**src/rtl/pipeline_pkg.sv**
```systemverilog
// Shared widths, bubble encoding and fetch-state enum for the front-end pipeline.
package pipeline_pkg;
   localparam int PC_W    = 64;
   localparam int INSTR_W = 32;
   localparam int SKID_W  = INSTR_W + PC_W;

   localparam logic [INSTR_W-1:0] NOP_INSTR_DEF = 32'hD503201F;

   typedef enum logic [1:0] {
      ST_REQ   = 2'd0,
      ST_HOLD  = 2'd1,
      ST_DRAIN = 2'd2
   } fetch_state_e;

   function automatic logic [PC_W-1:0] pc_step(input logic [PC_W-1:0] pc);
      return pc + PC_W'(4);
   endfunction
endpackage

```
**src/rtl/fetch_stage_if.sv**
```systemverilog
// Bundle of instruction-memory, hazard-control and fetch-output signals.
interface fetch_stage_if;
   import pipeline_pkg::*;

   logic               imem_req;
   logic [PC_W-1:0]    imem_addr;
   logic               imem_ack;
   logic [INSTR_W-1:0] imem_rdata;
   logic               stall;
   logic               redirect;
   logic [PC_W-1:0]    redirect_target;
   logic [INSTR_W-1:0] instr_out;
   logic [PC_W-1:0]    pc_out;
   logic               valid_out;

   modport master (
      output imem_req, imem_addr, instr_out, pc_out, valid_out,
      input  imem_ack, imem_rdata, stall, redirect, redirect_target
   );

   modport slave (
      input  imem_req, imem_addr, instr_out, pc_out, valid_out,
      output imem_ack, imem_rdata, stall, redirect, redirect_target
   );
endinterface

```
**src/rtl/fetch_skid_buffer.sv**
```systemverilog
// Parks one fetched {instruction, pc} pair while the downstream stage is stalled.
module fetch_skid_buffer
   import pipeline_pkg::*;
(
   input  logic              clk,
   input  logic              reset,
   input  logic              i_load,
   input  logic              i_clear,
   input  logic [SKID_W-1:0] i_data,
   output logic [SKID_W-1:0] o_data,
   output logic              o_valid
);

   logic [SKID_W-1:0] r_data;
   logic              r_valid;

   // Clear wins over load so a redirect always empties the buffer.
   always_ff @(posedge clk or posedge reset) begin
      if (reset) begin
         r_data  <= '0;
         r_valid <= 1'b0;
      end else if (i_clear) begin
         r_data  <= '0;
         r_valid <= 1'b0;
      end else if (i_load) begin
         r_data  <= i_data;
         r_valid <= 1'b1;
      end
   end

   assign o_data  = r_data;
   assign o_valid = r_valid;

endmodule

```
**src/rtl/fetch_stage.sv**
```systemverilog
// Instruction fetch: request/ack memory handshake, stall skid, and redirect drain.
module fetch_stage
   import pipeline_pkg::*;
#(
   parameter logic [PC_W-1:0]    RESET_PC  = '0,
   parameter logic [INSTR_W-1:0] NOP_INSTR = NOP_INSTR_DEF
)(
   input logic           clk,
   input logic           reset,
   fetch_stage_if.master bus
);

   fetch_state_e       r_state, w_state_nxt;
   logic [PC_W-1:0]    r_pc, w_pc_nxt;
   logic [PC_W-1:0]    r_fetch_addr, w_fetch_addr_nxt;
   logic [INSTR_W-1:0] r_instr;
   logic [PC_W-1:0]    r_pc_out;
   logic               r_valid;

   logic               w_out_mem, w_out_skid, w_out_bubble;
   logic               w_skid_load, w_skid_clear;
   logic [SKID_W-1:0]  w_skid_data;
   logic               w_skid_valid;

   fetch_skid_buffer u_skid (
      .clk     (clk),
      .reset   (reset),
      .i_load  (w_skid_load),
      .i_clear (w_skid_clear),
      .i_data  ({bus.imem_rdata, r_fetch_addr}),
      .o_data  (w_skid_data),
      .o_valid (w_skid_valid)
   );

   always_ff @(posedge clk or posedge reset) begin
      if (reset) begin
         r_state      <= ST_REQ;
         r_pc         <= RESET_PC;
         r_fetch_addr <= RESET_PC;
      end else begin
         r_state      <= w_state_nxt;
         r_pc         <= w_pc_nxt;
         r_fetch_addr <= w_fetch_addr_nxt;
      end
   end

   always_comb begin
      w_state_nxt      = r_state;
      w_pc_nxt         = r_pc;
      w_fetch_addr_nxt = r_fetch_addr;
      w_out_mem        = 1'b0;
      w_out_skid       = 1'b0;
      w_out_bubble     = 1'b0;
      w_skid_load      = 1'b0;
      w_skid_clear     = 1'b0;
      case (r_state)
         ST_REQ: begin
            if (bus.redirect) begin
               w_pc_nxt     = bus.redirect_target;
               w_out_bubble = 1'b1;
               w_skid_clear = 1'b1;
               // Without ack the old request stays on the bus until memory answers.
               if (bus.imem_ack) begin
                  w_fetch_addr_nxt = bus.redirect_target;
                  w_state_nxt      = ST_REQ;
               end else begin
                  w_state_nxt      = ST_DRAIN;
               end
            end else if (bus.imem_ack) begin
               w_pc_nxt = pc_step(r_pc);
               if (bus.stall) begin
                  w_skid_load = 1'b1;
                  w_state_nxt = ST_HOLD;
               end else begin
                  w_out_mem        = 1'b1;
                  w_fetch_addr_nxt = pc_step(r_pc);
               end
            end else if (!bus.stall) begin
               w_out_bubble = 1'b1;
            end
         end
         ST_HOLD: begin
            if (bus.redirect) begin
               w_pc_nxt         = bus.redirect_target;
               w_fetch_addr_nxt = bus.redirect_target;
               w_out_bubble     = 1'b1;
               w_skid_clear     = 1'b1;
               w_state_nxt      = ST_REQ;
            end else if (!bus.stall) begin
               w_out_skid       = 1'b1;
               w_skid_clear     = 1'b1;
               w_fetch_addr_nxt = r_pc;
               w_state_nxt      = ST_REQ;
            end
         end
         ST_DRAIN: begin
            if (bus.redirect) begin
               w_pc_nxt     = bus.redirect_target;
               w_out_bubble = 1'b1;
               w_skid_clear = 1'b1;
            end
            if (bus.imem_ack) begin
               w_fetch_addr_nxt = bus.redirect ? bus.redirect_target : r_pc;
               w_state_nxt      = ST_REQ;
            end
         end
         default: begin
            w_state_nxt = ST_REQ;
         end
      endcase
   end

   // Fetch -> register-fetch pipeline register
   always_ff @(posedge clk or posedge reset) begin
      if (reset) begin
         r_instr  <= NOP_INSTR;
         r_pc_out <= '0;
         r_valid  <= 1'b0;
      end else if (w_out_bubble) begin
         r_instr  <= NOP_INSTR;
         r_valid  <= 1'b0;
      end else if (w_out_mem) begin
         r_instr  <= bus.imem_rdata;
         r_pc_out <= r_fetch_addr;
         r_valid  <= 1'b1;
      end else if (w_out_skid) begin
         {r_instr, r_pc_out} <= w_skid_data;
         r_valid             <= w_skid_valid;
      end
   end

   assign bus.imem_req  = ~reset & (r_state != ST_HOLD);
   assign bus.imem_addr = r_fetch_addr;
   assign bus.instr_out = r_instr;
   assign bus.pc_out    = r_pc_out;
   assign bus.valid_out = r_valid;

endmodule

```
**src/flat_wrapper.sv**
```systemverilog
// flat-port wrapper written by rule: the top's interface ports become plain ports
module fetch_stage_flat import pipeline_pkg::*;
#(
   parameter logic [PC_W-1:0]    RESET_PC  = '0,
   parameter logic [INSTR_W-1:0] NOP_INSTR = NOP_INSTR_DEF
)
  (clk, reset, bus_imem_req, bus_imem_addr, bus_instr_out, bus_pc_out, bus_valid_out, bus_imem_ack, bus_imem_rdata, bus_stall, bus_redirect, bus_redirect_target);
  fetch_stage_if bus_i ();
  input logic clk;
  input logic reset;
  output wire logic [$bits(bus_i.imem_req)-1:0] bus_imem_req;
  output wire logic [$bits(bus_i.imem_addr)-1:0] bus_imem_addr;
  output wire logic [$bits(bus_i.instr_out)-1:0] bus_instr_out;
  output wire logic [$bits(bus_i.pc_out)-1:0] bus_pc_out;
  output wire logic [$bits(bus_i.valid_out)-1:0] bus_valid_out;
  input wire logic [$bits(bus_i.imem_ack)-1:0] bus_imem_ack;
  input wire logic [$bits(bus_i.imem_rdata)-1:0] bus_imem_rdata;
  input wire logic [$bits(bus_i.stall)-1:0] bus_stall;
  input wire logic [$bits(bus_i.redirect)-1:0] bus_redirect;
  input wire logic [$bits(bus_i.redirect_target)-1:0] bus_redirect_target;
  assign bus_imem_req = bus_i.imem_req;
  assign bus_imem_addr = bus_i.imem_addr;
  assign bus_instr_out = bus_i.instr_out;
  assign bus_pc_out = bus_i.pc_out;
  assign bus_valid_out = bus_i.valid_out;
  assign bus_i.imem_ack = bus_imem_ack;
  assign bus_i.imem_rdata = bus_imem_rdata;
  assign bus_i.stall = bus_stall;
  assign bus_i.redirect = bus_redirect;
  assign bus_i.redirect_target = bus_redirect_target;
  fetch_stage #(.RESET_PC(RESET_PC), .NOP_INSTR(NOP_INSTR)) u_core (.clk(clk), .reset(reset), .bus(bus_i));
endmodule
```
**config.mk**
```make
export PLATFORM = sky130hd
export DESIGN_NAME = fetch_stage_flat
export DESIGN_NICKNAME = d
export VERILOG_FILES = /design/src/rtl/pipeline_pkg.sv /design/src/rtl/fetch_stage_if.sv /design/src/rtl/fetch_skid_buffer.sv /design/src/rtl/fetch_stage.sv /design/src/flat_wrapper.sv
export SDC_FILE = /design/constraint.sdc
export NUM_CORES = 1
export LEC_CHECK = 0
export ABC_AREA = 1
export CAP_MARGIN = 20
export CORE_ASPECT_RATIO = 0.9
export CORE_UTILIZATION = 64
export DETAILED_ROUTE_END_ITERATION = 16
export DONT_BUFFER_PORTS = 1
export GPL_TIMING_DRIVEN = 0
export PLACE_DENSITY = 0.91
export RECOVER_POWER = 25
export SYNTH_ARGS = -nofsm -noshare
export SYNTH_HDL_FRONTEND = slang
export SYNTH_SLANG_ARGS = --single-unit
export TNS_END_PERCENT = 30
```
**constraint.sdc**
```tcl
create_clock -name clk -period 12.8 [get_ports clk]
set_input_delay 2.56 -clock clk [delete_from_list [all_inputs] [get_ports clk]]
set_output_delay 2.56 -clock clk [all_outputs]
set_load 0.01 [all_outputs]
```
==> results_tabular.tex, run 1 <==
\begin{tabular}{lr}
\hline
Metric & Value \\
\hline
\multicolumn{2}{l}{\textbf{Run status}} \\
\quad Run status & finished, violations left \\
\quad Violations in the final reports & capacitance limit, slew limit \\
\multicolumn{2}{l}{\textbf{CTS}} \\
\quad CTS tree & done \\
\quad Post-CTS clock slew at the launch and capture registers of the worst setup and hold paths & $\sim$60 ps \\
\quad Number of clock sinks seen by CTS & around 320 \\
\quad Number of buffers created by CTS & 34 \\
\quad Clock insertion delay at the later pin of the skew report & between 500 and 600 ps \\
\quad Deepest clock path buffer count & 3 \\
\quad Cell at the root of the clock tree & sky130\_fd\_sc\_hd\_\_clkbuf\_16 \\
\quad Number of gates resized after cts & 0 \\
\quad \# Post-CTS Setup Buffers & 0 \\
\quad CTS Hold Bufs & 0 \\
\quad Deepest level of the CTS H-tree & 2 \\
\multicolumn{2}{l}{\textbf{Die}} \\
\quad Starting density of the core & $\sim$65\% \\
\quad Horizontal extent of the die & $\sim$170 µm \\
\quad Die Footprint & $\sim$25000 µm² \\
\quad Overall die height & $\sim$150 µm \\
\quad Number of rows created at floorplan & 54 \\
\quad I/O pin total & around 260 \\
\quad Core area & 24200 µm² \\
\multicolumn{2}{l}{\textbf{Global route}} \\
\quad GRT Total Usage & between 40 and 50\% \\
\quad Global-route wire length before repair & roughly 80 mm \\
\quad Initial antenna violation count & 2 \\
\quad Vias in the first global route & between 10000 and 15000 \\
\quad Pin count of the biggest net entering global routing & $\sim$120 \\
\quad Total gr overflow & 0 \\
\multicolumn{2}{l}{\textbf{Finish}} \\
\quad Area added between synthesis and finish & 9.99\% \\
\quad Final-stage net count & $\sim$2200 \\
\quad Fraction of final layout cells with drive strength greater than 1 & under 10\% \\
\quad Filler Cell Count & between 1500 and 2000 \\
\quad Footprint of the multi-input gates & $\sim$6500 µm² \\
\quad Final cell utilization of the core & a little under three quarters \\
\quad Sequential standard cell area & around 8100 µm² \\
\quad Design Area, Final & 17300 µm² \\
\multicolumn{2}{l}{\textbf{STA}} \\
\quad Shortest clock period the worst path allows after layout & between 5000 and 6000 ps \\
\quad Period Utilization, post-route & 41.3\% \\
\quad Number of max-slew violations in the final report & between 80 and 90 \\
\quad Unrepaired setup endpoints after global routing & no \\
\quad Highest clock frequency the design can meet & 189 MHz \\
\quad Final setup violation count & 0 \\
\quad Post-Route Setup TNS & 0 ps \\
\quad Relative max-transition margin & -181\% \\
\quad Actual transition at the worst max-transition pin & between 4000 and 5000 ps \\
\quad Total count of hold-check failures in the final report & 0 \\
\quad Final worst clock skew & roughly 15 ps \\
\multicolumn{2}{l}{\textbf{Routing}} \\
\quad Routed WL & 53.1 mm \\
\quad Remaining antenna violation count after routing & 0 \\
\quad Via density per instance & just over 6 \\
\quad Wirelength per Cell & between 20 and 25 µm \\
\quad Drc violations & 0 \\
\quad Iteration-0 DRC Markers & slightly below 2000 \\
\quad First-pass iteration count of the detailed router & 6 \\
\quad Routed via count & approximately 15000 \\
\multicolumn{2}{l}{\textbf{Setup path}} \\
\quad Endpoint of the most critical register-to-register path & u\_core.bus.imem\_addr[30] \\
\quad Startpoint class of the critical path & input pin \\
\quad Cell with the biggest individual delay on the critical path & sky130\_fd\_sc\_hd\_\_nor2\_1 \\
\quad Count of cell instances traversed by the critical path & 1 \\
\quad Number of cells on the worst reg-to-reg path & 9 \\
\quad Critical Path RT & roughly 10000 ps \\
\quad List of cells traversed by the critical path & nor2\_1 \\
\quad Buf+Inv Stages, Crit Path & 0 \\
\quad Delay-heaviest family, CP & simple AND/OR/NAND/NOR gates \\
\quad Arrival time worst endpoint & about 2700 ps \\
\quad Source of the worst register-to-register timing path & u\_core.r\_state[0] \\
\quad Crit. End Element & primary output \\
\quad Setup slack of the worst register-to-register path & roughly 10000 ps \\
\quad Type of the worst setup path & input pin to primary output \\
\quad Critical path fanouts, max & 2 \\
\quad Delay contributed by the slowest stage of the critical path & 160 ps \\
\multicolumn{2}{l}{\textbf{Pwr}} \\
\quad Fraction of power consumed by sequential logic & a little under half \\
\quad Total power per unit cell area & 239 nW/µm² \\
\quad Power Total & approximately 4.1 mW \\
\quad Static Leak & a little over 8 nW \\
\quad Net switching fraction of the power & between 40\% and 50\% \\
\quad Combinational group share of total power & between 20\% and 30\% \\
\quad Clock share of power & approximately a quarter \\
\quad Internal power & roughly 2.4 mW \\
\quad Worst ir drop on vdd & $\sim$0.15 mV \\
\quad Power spent charging and discharging nets & between 1.5 and 2 mW \\
\multicolumn{2}{l}{\textbf{Synth}} \\
\quad Syn\_nets & 2154 \\
\quad Main combinational cell family by area after synthesis & simple AND/OR/NAND/NOR gates \\
\quad Most common cell in the synthesized netlist & sky130\_fd\_sc\_hd\_\_nand2\_1 \\
\quad Simple-gate share of the synthesized area & a little over a quarter \\
\quad Portion of netlist area occupied by mux cells & less than 1\% \\
\quad Main synth FF type & sky130\_fd\_sc\_hd\_\_dfrtp\_1 \\
\quad Number of distinct library cell variants in the gate-level netlist after synthesis & 37 \\
\quad Count of yosys warnings during synthesis & 0 \\
\quad Post-synth top cells & 756 x sky130\_fd\_sc\_hd\_\_nand2\_1, 311 x sky130\_fd\_sc\_hd\_\_dfrtp\_1, 233 x sky130\_fd\_sc\_hd\_\_o21ai\_0 \\
\quad Mean instance size in the synthesized netlist & roughly 7.7 µm² \\
\quad Total of flip-flops plus latches after synthesis & roughly 320 \\
\quad Fraction of the mapped netlist area in adder cells & less than 1\% \\
\quad Cell area after synthesis & roughly 16000 µm² \\
\quad Number of flops mapped to enable cells by yosys & 0 \\
\quad Share of the synthesized netlist area taken by xor and xnor gates & less than 1\% \\
\quad Share of the synthesized area in the top cell type & around 49\% \\
\quad Sequential-to-total area share from yosys stat & between 50\% and 60\% \\
\quad Post-Syn Instances & roughly 2000 \\
\quad Async set-or-reset flop fraction in the synthesized netlist & 100\% \\
\quad Compound-Gate Fraction of Synth Area & 13.9\% \\
\quad Ranking of synthesized cells by area & sky130\_fd\_sc\_hd\_\_dfrtp\_1 49\%, sky130\_fd\_sc\_hd\_\_nand2\_1 18\%, sky130\_fd\_sc\_hd\_\_o21ai\_0 7.4\%, sky130\_fd\_sc\_hd\_\_nor2\_1 4.4\%, sky130\_fd\_sc\_hd\_\_inv\_1 3.9\% \\
\quad Cell type with the highest aggregate area in the netlist & sky130\_fd\_sc\_hd\_\_dfrtp\_1 \\
\multicolumn{2}{l}{\textbf{Worst hold path}} \\
\quad Hold path depth & 2 \\
\quad Hold path endpoint & u\_core.u\_skid.o\_data[76] \\
\quad Beginning of the worst hold path & u\_core.u\_skid.o\_data[76] \\
\quad Type of the most critical hold path & register to register \\
\multicolumn{2}{l}{\textbf{Place}} \\
\quad Gpl congestion & just under 1 \\
\quad Final HPWL DP & between 30 and 40 mm \\
\quad Input/output buffers & 0 \\
\quad Post-Place Cell Area & about 16000 µm² \\
\multicolumn{2}{l}{\textbf{Flow run}} \\
\quad Maximum capacitance violations & 1 \\
\hline
\end{tabular}
## layout make-up
class / count / area share (%)
inverters: 170 / 3.71
flip-flops and latches: 324 / 46.9
plain buffers: 103 / 2.87
diodes: 4 / 0.0578
well taps: 308 / 2.23
multi-input cells: 1450 / 37.4
clock buffers: 45 / 5.51
clock inverters: 13 / 0.968
repair buffers: 2 / 0.318
## tightest hold or removal path, cell delays in order (launching register included)
cell and delay, ps:
sky130_fd_sc_hd__dfrtp_1 340, sky130_fd_sc_hd__nand2_1 50, sky130_fd_sc_hd__o21ai_0 60
## flip-flops by register name, indices dropped and copies added, names as in the netlist
register               flops
u_core.r_pc               64
u_core.u_skid.o_data      96
u_core.u_skid.o_valid      1
u_core.bus.instr_out      32
u_core.bus.valid_out       1
u_core.bus.imem_addr      64
u_core.bus.pc_out         64
u_core.r_state             2
## power by group through the flow
stage / Combinational, mW / Clock (mW) / Sequential [mW]
6_report: 1.18 / 1.01 / 1.94
5_1_grt: 1.31 / 1.05 / 1.98
4_1_cts: 1.15 / 1.01 / 1.92
3_5_place_dp: 1.13 / 0 / 1.93
3_3_place_gp: 1.08 / 0 / 1.92
2_1_floorplan: 0.807 / 0 / 1.80
## placed cells by master (no fill, tap or decap), types with 2 or more instances in the layout
cell type / instances
sky130_fd_sc_hd__ha_1: 6
sky130_fd_sc_hd__dfrtp_1: 311
sky130_fd_sc_hd__buf_16: 2
sky130_fd_sc_hd__clkbuf_16: 35
sky130_fd_sc_hd__nand4_1: 28
sky130_fd_sc_hd__buf_4: 3
sky130_fd_sc_hd__nor2_1: 186
sky130_fd_sc_hd__mux2i_1: 4
sky130_fd_sc_hd__clkinv_2: 5
sky130_fd_sc_hd__buf_2: 22
sky130_fd_sc_hd__nand3b_1: 2
sky130_fd_sc_hd__buf_6: 8
sky130_fd_sc_hd__dfstp_2: 13
sky130_fd_sc_hd__nor3_1: 9
sky130_fd_sc_hd__diode_2: 4
sky130_fd_sc_hd__bufinv_16: 3
sky130_fd_sc_hd__nand3_1: 59
sky130_fd_sc_hd__inv_1: 162
sky130_fd_sc_hd__clkinvlp_4: 2
sky130_fd_sc_hd__o21ai_0: 233
sky130_fd_sc_hd__clkbuf_1: 75
sky130_fd_sc_hd__nor2_2: 4
sky130_fd_sc_hd__a21oi_1: 28
sky130_fd_sc_hd__inv_2: 5
sky130_fd_sc_hd__nor2_4: 4
sky130_fd_sc_hd__nand2_1: 756
sky130_fd_sc_hd__clkbuf_8: 4
sky130_fd_sc_hd__a22o_1: 41
sky130_fd_sc_hd__o21ai_1: 14
sky130_fd_sc_hd__a31oi_1: 65
## through the flow
step	instances	hold slack, ps	setup WS [ps]
2_1_floorplan	2047	443	1290
3_3_place_gp	2355	462	-1750
3_5_place_dp	2357	469	7520
4_1_cts	2415	483	7510
5_1_grt	2416	503	7150
6_report	2419	483	7520
## metal layers
metal / vias to the layer above / wire [µm] / GRT usage, %
met2: 998 / 23800 / 64.6
met4: 0 / 2290 / 18.7
met1: 7255 / 20500 / 57.1
li1: 6673 / - / -
met3: 162 / 6530 / 10.2
met5: - / 0 / 0
## cells by family (layout without fill, tap and decap cells)
family                   Yosys count  count (layout)
AND/OR/NAND/NOR                 1053            1053
AO/OA/AOI/OAI                    386             386
flip-flops                       324             324
buffers and inverters            273             333
adder cells (fa/ha/maj)            6               6
multiplexers                       4               4
XOR/XNOR                           1               1
other                              0               4
## worst max path at each step
stage,startpoint,endpoint,slack [ps]
after floorplan,reset,u_core.bus.imem_addr[0],1290
after global placement,reset,u_core.u_skid.o_data[22],-1750
after detailed placement,reset,bus_imem_req,7520
after CTS,reset,bus_imem_req,7510
after global routing,reset,u_core.bus.pc_out[24],7150
final,reset,bus_imem_req,7520
Note: power is estimated with default switching activity, not from simulation.
==> inputs of run 2 (changes only) <==
--- a/config.mk
+++ b/config.mk
@@ -5,14 +5,14 @@
 export SDC_FILE = /design/constraint.sdc
 export NUM_CORES = 1
 export LEC_CHECK = 0
-export ABC_AREA = 1
+export ABC_AREA = 0
 export CAP_MARGIN = 20
 export CORE_ASPECT_RATIO = 0.9
-export CORE_UTILIZATION = 64
+export CORE_UTILIZATION = 58
 export DETAILED_ROUTE_END_ITERATION = 16
 export DONT_BUFFER_PORTS = 1
 export GPL_TIMING_DRIVEN = 0
-export PLACE_DENSITY = 0.91
+export PLACE_DENSITY = 0.87
 export RECOVER_POWER = 25
 export SYNTH_ARGS = -nofsm -noshare
 export SYNTH_HDL_FRONTEND = slang
==> constraint.sdc (replaced) <==
create_clock -name clk -period 4.8 [get_ports clk]
set_input_delay 0.96 -clock clk [delete_from_list [all_inputs] [get_ports clk]]
set_output_delay 0.96 -clock clk [all_outputs]
set_load 0.01 [all_outputs]
==> run 2 against run 1 <==
Compared with the run above:
- the run still ends with capacitance limit, slew limit left
- sequential cell count unchanged
- sequential power rose to 2.7 times the previous value
- hold slack improved by 5.9 ps
- combinational power grew to 2.6 times the previous value
- critical endpoint is now u_core.bus.imem_addr[32]
- clock-buffer cell count rose by 2
- register-to-register slack worse by 8500 ps
- clock skew fell by 1.1 ps
- area after synthesis is 6.7% higher
- wire length up 13%
==> results_tabular.tex, run 2 <==
\begin{tabular}{lr}
\hline
Metric & Value \\
\hline
\multicolumn{2}{l}{\textbf{Run status}} \\
\quad Run status & finished, violations left \\
\quad Violations in the final reports & capacitance limit, slew limit \\
\multicolumn{2}{l}{\textbf{Synth}} \\
\quad Cell area after synthesis & 16800 µm² (+6.7\%) \\
\quad Post-synth top cells & 447 x sky130\_fd\_sc\_hd\_\_nand2\_1, 311 x sky130\_fd\_sc\_hd\_\_dfrtp\_1, 280 x sky130\_fd\_sc\_hd\_\_o21ai\_0 \\
\quad Post-Syn Instances & 1893 (-7.5\%) \\
\quad Count of yosys warnings during synthesis & 0 (unchanged) \\
\quad Syn\_nets & 2000 (-7.1\%) \\
\quad Share of the synthesized area in the top cell type & 46.3\% (-3.1 points) \\
\quad Cell type with the highest aggregate area in the netlist & sky130\_fd\_sc\_hd\_\_dfrtp\_1 \\
\quad Total of flip-flops plus latches after synthesis & 324 (unchanged) \\
\quad Sequential-to-total area share from yosys stat & 48.4\% (-3.2 points) \\
\quad Main synth FF type & sky130\_fd\_sc\_hd\_\_dfrtp\_1 \\
\quad Ranking of synthesized cells by area & sky130\_fd\_sc\_hd\_\_dfrtp\_1 46\%, sky130\_fd\_sc\_hd\_\_nand2\_1 10\%, sky130\_fd\_sc\_hd\_\_o21ai\_0 8.3\%, sky130\_fd\_sc\_hd\_\_mux2i\_1 5.5\%, sky130\_fd\_sc\_hd\_\_clkbuf\_1 2.1\% \\
\quad Mean instance size in the synthesized netlist & 8.87 µm² (+15\%) \\
\quad Most common cell in the synthesized netlist & sky130\_fd\_sc\_hd\_\_nand2\_1 \\
\quad Number of flops mapped to enable cells by yosys & 0 (unchanged) \\
\quad Number of distinct library cell variants in the gate-level netlist after synthesis & 75 (+100\%) \\
\quad Async set-or-reset flop fraction in the synthesized netlist & 100\% (unchanged) \\
\multicolumn{2}{l}{\textbf{Global route}} \\
\quad Pin count of the biggest net entering global routing & 45 (-63\%) \\
\quad GRT Total Usage & 40.4\% (-1.6 points) \\
\quad Initial antenna violation count & 5 (+3) \\
\quad Vias in the first global route & 15159 (+6.9\%) \\
\quad Total gr overflow & 0 (unchanged) \\
\quad Global-route wire length before repair & 90.6 mm (+12\%) \\
\multicolumn{2}{l}{\textbf{CTS}} \\
\quad Post-CTS clock slew at the launch and capture registers of the worst setup and hold paths & 60 ps (about the same) \\
\quad Deepest clock path buffer count & 3 (unchanged) \\
\quad Cell at the root of the clock tree & sky130\_fd\_sc\_hd\_\_clkbuf\_16 \\
\quad Clock insertion delay at the later pin of the skew report & 540 ps (+20 ps) \\
\quad \# Post-CTS Setup Buffers & 0 (unchanged) \\
\quad Deepest level of the CTS H-tree & 2 (unchanged) \\
\quad Number of buffers created by CTS & 35 (+2.9\%) \\
\quad CTS tree & done \\
\quad CTS Hold Bufs & 0 (unchanged) \\
\quad Number of gates resized after cts & 0 (unchanged) \\
\quad Number of clock sinks seen by CTS & 324 (unchanged) \\
\multicolumn{2}{l}{\textbf{STA}} \\
\quad Highest clock frequency the design can meet & 287 MHz \\
\quad Final setup violation count & 0 (unchanged) \\
\quad Shortest clock period the worst path allows after layout & 3480 ps \\
\quad Relative max-transition margin & -54.2\% (+130 points) \\
\quad Post-route worst setup slack & 1320 ps (-6200 ps) \\
\quad Actual transition at the worst max-transition pin & 2310 ps (-1880 ps) \\
\quad Post-Route Setup TNS & 0 ps (unchanged) \\
\quad Unrepaired setup endpoints after global routing & no \\
\quad Final worst clock skew & 13.5 ps (-1.07 ps) \\
\quad Total count of hold-check failures in the final report & 0 (unchanged) \\
\quad Period Utilization, post-route & roughly 72\% \\
\quad Number of max-slew violations in the final report & 141 (+62\%) \\
\multicolumn{2}{l}{\textbf{Setup path}} \\
\quad Crit. End Element & register \\
\quad Critical path fanouts, max & 9 (+7) \\
\quad Number of cells on the worst reg-to-reg path & 9 (unchanged) \\
\quad Type of the worst setup path & register to register \\
\quad Source of the worst register-to-register timing path & u\_core.r\_state[1] \\
\quad Arrival time worst endpoint & 3870 ps (+1150 ps) \\
\quad Critical Path RT & 5190 ps (-5050 ps) \\
\quad Critical path launch point & u\_core.r\_state[1] \\
\quad Startpoint class of the critical path & register \\
\multicolumn{2}{l}{\textbf{Finish}} \\
\quad Footprint of the multi-input gates & 7950 µm² (+23\%) \\
\quad Most frequent standard cell in the layout excluding fill and tap cells & sky130\_fd\_sc\_hd\_\_nand2\_1 \\
\quad Final cell utilization of the core & 65.4\% (-6.2 points) \\
\quad Max reg flops & 96 (unchanged) \\
\quad Post-layout instance count excluding filler cells & 2326 (-3.8\%) \\
\quad Most frequent cells in the layout & 447 x sky130\_fd\_sc\_hd\_\_nand2\_1, 311 x sky130\_fd\_sc\_hd\_\_dfrtp\_1, 280 x sky130\_fd\_sc\_hd\_\_o21ai\_0 \\
\quad Area added between synthesis and finish & 9.88\% \\
\quad Sequential standard cell area & 8120 µm² (unchanged) \\
\quad Filler Cell Count & 2230 (+18\%) \\
\quad Fraction of final layout cells with drive strength greater than 1 & 8.15\% (+2.5 points) \\
\quad Final-stage net count & 2045 (-6.7\%) \\
\multicolumn{2}{l}{\textbf{Routing}} \\
\quad Iteration-0 DRC Markers & 2087 (+5.2\%) \\
\quad Wirelength per Cell & 25.9 µm (+18\%) \\
\quad Via density per instance & 6.82 (+9.3\%) \\
\quad Remaining antenna violation count after routing & 0 (unchanged) \\
\quad First-pass iteration count of the detailed router & 6 (unchanged) \\
\quad Drc violations & 0 (unchanged) \\
\quad Routed WL & 60.3 mm (+13\%) \\
\quad Routed via count & 15855 (+5.1\%) \\
\multicolumn{2}{l}{\textbf{Die}} \\
\quad Core area & 28200 µm² (+17\%) \\
\quad Horizontal extent of the die & 181 µm (+8.4\%) \\
\quad Number of rows created at floorplan & 58 (+7.4\%) \\
\quad Overall die height & 163 µm (+8.4\%) \\
\quad I/O pin total & 263 (unchanged) \\
\quad Die Footprint & 29600 µm² (+17\%) \\
\quad Starting density of the core & 59.5\% (-5.6 points) \\
\multicolumn{2}{l}{\textbf{Place}} \\
\quad \# placed instances & 2261 (-4.1\%) \\
\quad Final HPWL DP & 43.9 mm (+16\%) \\
\quad Pre-CTS setup slack & 985 ps (-6530 ps) \\
\quad Input/output buffers & 0 (unchanged) \\
\quad Gpl congestion & 1.03 (+6.3\%) \\
\multicolumn{2}{l}{\textbf{Flow run}} \\
\quad Maximum capacitance violations & 4 (+3) \\
\multicolumn{2}{l}{\textbf{Worst hold path}} \\
\quad Type of the most critical hold path & input pin to async pin \\
\multicolumn{2}{l}{\textbf{Pwr}} \\
\quad Static Leak & 7.95 nW (-1.9\%) \\
\quad Worst ir drop on vdd & 0.270 mV (+78\%) \\
\quad Power Total & 11.1 mW (+170\%) \\
\quad Total power per unit cell area & 600 nW/µm² (+150\%) \\
\hline
\end{tabular}
[run 2: cell count changes in the layout (fill, tap and decap cells not counted), sizes merged, moves of 27 or more]
cell    previous run  this run
nand2            757       449
inv              170        32
nor2             194        65
mux2i              4        93
a31oi             65        16
o21ai            247       286
a21oi             28        63
clkbuf           114       148
a22o              41        13
and3               0        27
[run 2: kinds of logic after synthesis]
| group | Yosys count | share of synthesized area (%) |
|---|---|---|
| xor gates and xnor gates | 3 | 0.157 |
| AOI/OAI and AO/OA | 508 | 18.0 |
| muxes | 116 | 7.09 |
| and+or+nand+nor | 759 | 21.7 |
| adders and majority gates | 6 | 0.447 |
| buffers and inverters | 177 | 4.28 |
| DFF | 324 | 48.4 |
[run 2: final cells by class]
type / instances / share of cell area (%)
Sequential cell: 324 / 44.0
Multi-Input combinational cell: 1392 / 43.1
Clock buffer: 47 / 5.26
Buffer: 146 / 3.26
Tap cell: 360 / 2.44
Clock inverter: 15 / 0.970
Inverter: 31 / 0.637
Timing Repair Buffer: 8 / 0.271
Antenna cell: 3 / 0.0407
[run 2: report_power, final]
group	internal, mW	total, mW	switching, mW
Combinational	1.03	3.06	2.03
Sequential	3.74	5.23	1.49
Clock	1.60	2.78	1.18
[run 2: worst max-delay path, stage by stage (launching register included)]
cell                        delay (ps)
sky130_fd_sc_hd__dfrtp_1           450
sky130_fd_sc_hd__inv_1             100
sky130_fd_sc_hd__ha_1              270
sky130_fd_sc_hd__buf_2             180
sky130_fd_sc_hd__nand4bb_1         180
sky130_fd_sc_hd__buf_2             240
sky130_fd_sc_hd__nor4_1            810
sky130_fd_sc_hd__nand4_1           390
sky130_fd_sc_hd__mux2i_1           570
sky130_fd_sc_hd__o21ai_0           140
[run 2: per-layer routing]
layer | vias to the layer above | track usage, % | share of wire [%]
met2 | 1148 | 59.8 | 43
met3 | 219 | 14.8 | 15
met4 | 4 | 18.0 | 4.6
met5 | - | 0 | 0.041
met1 | 7664 | 53.1 | 38
li1 | 6820 | - | -
[run 2: path summary, 6_finish.rpt]
check | endpoint | slack (ps)
worst max-delay path | u_core.bus.imem_addr[32] | 1320
worst min-delay path | u_core.bus.pc_out[61] | 490
worst max register to register | u_core.bus.imem_addr[32] | 1320
worst min register to register | u_core.u_skid.o_valid | 510
max in group asynchronous | u_core.r_pc[46] | 1340
min in group clk | u_core.u_skid.o_valid | 510
[run 2: through the flow]
| stage | hold WS (ps) | cell area, µm² |
|---|---|---|
| floorplan | 467 | 16800 |
| global placement | 486 | 17200 |
| detailed placement | 493 | 17400 |
| CTS | 387 | 18600 |
| global route | 539 | 18400 |
| finish | 489 | 18500 |
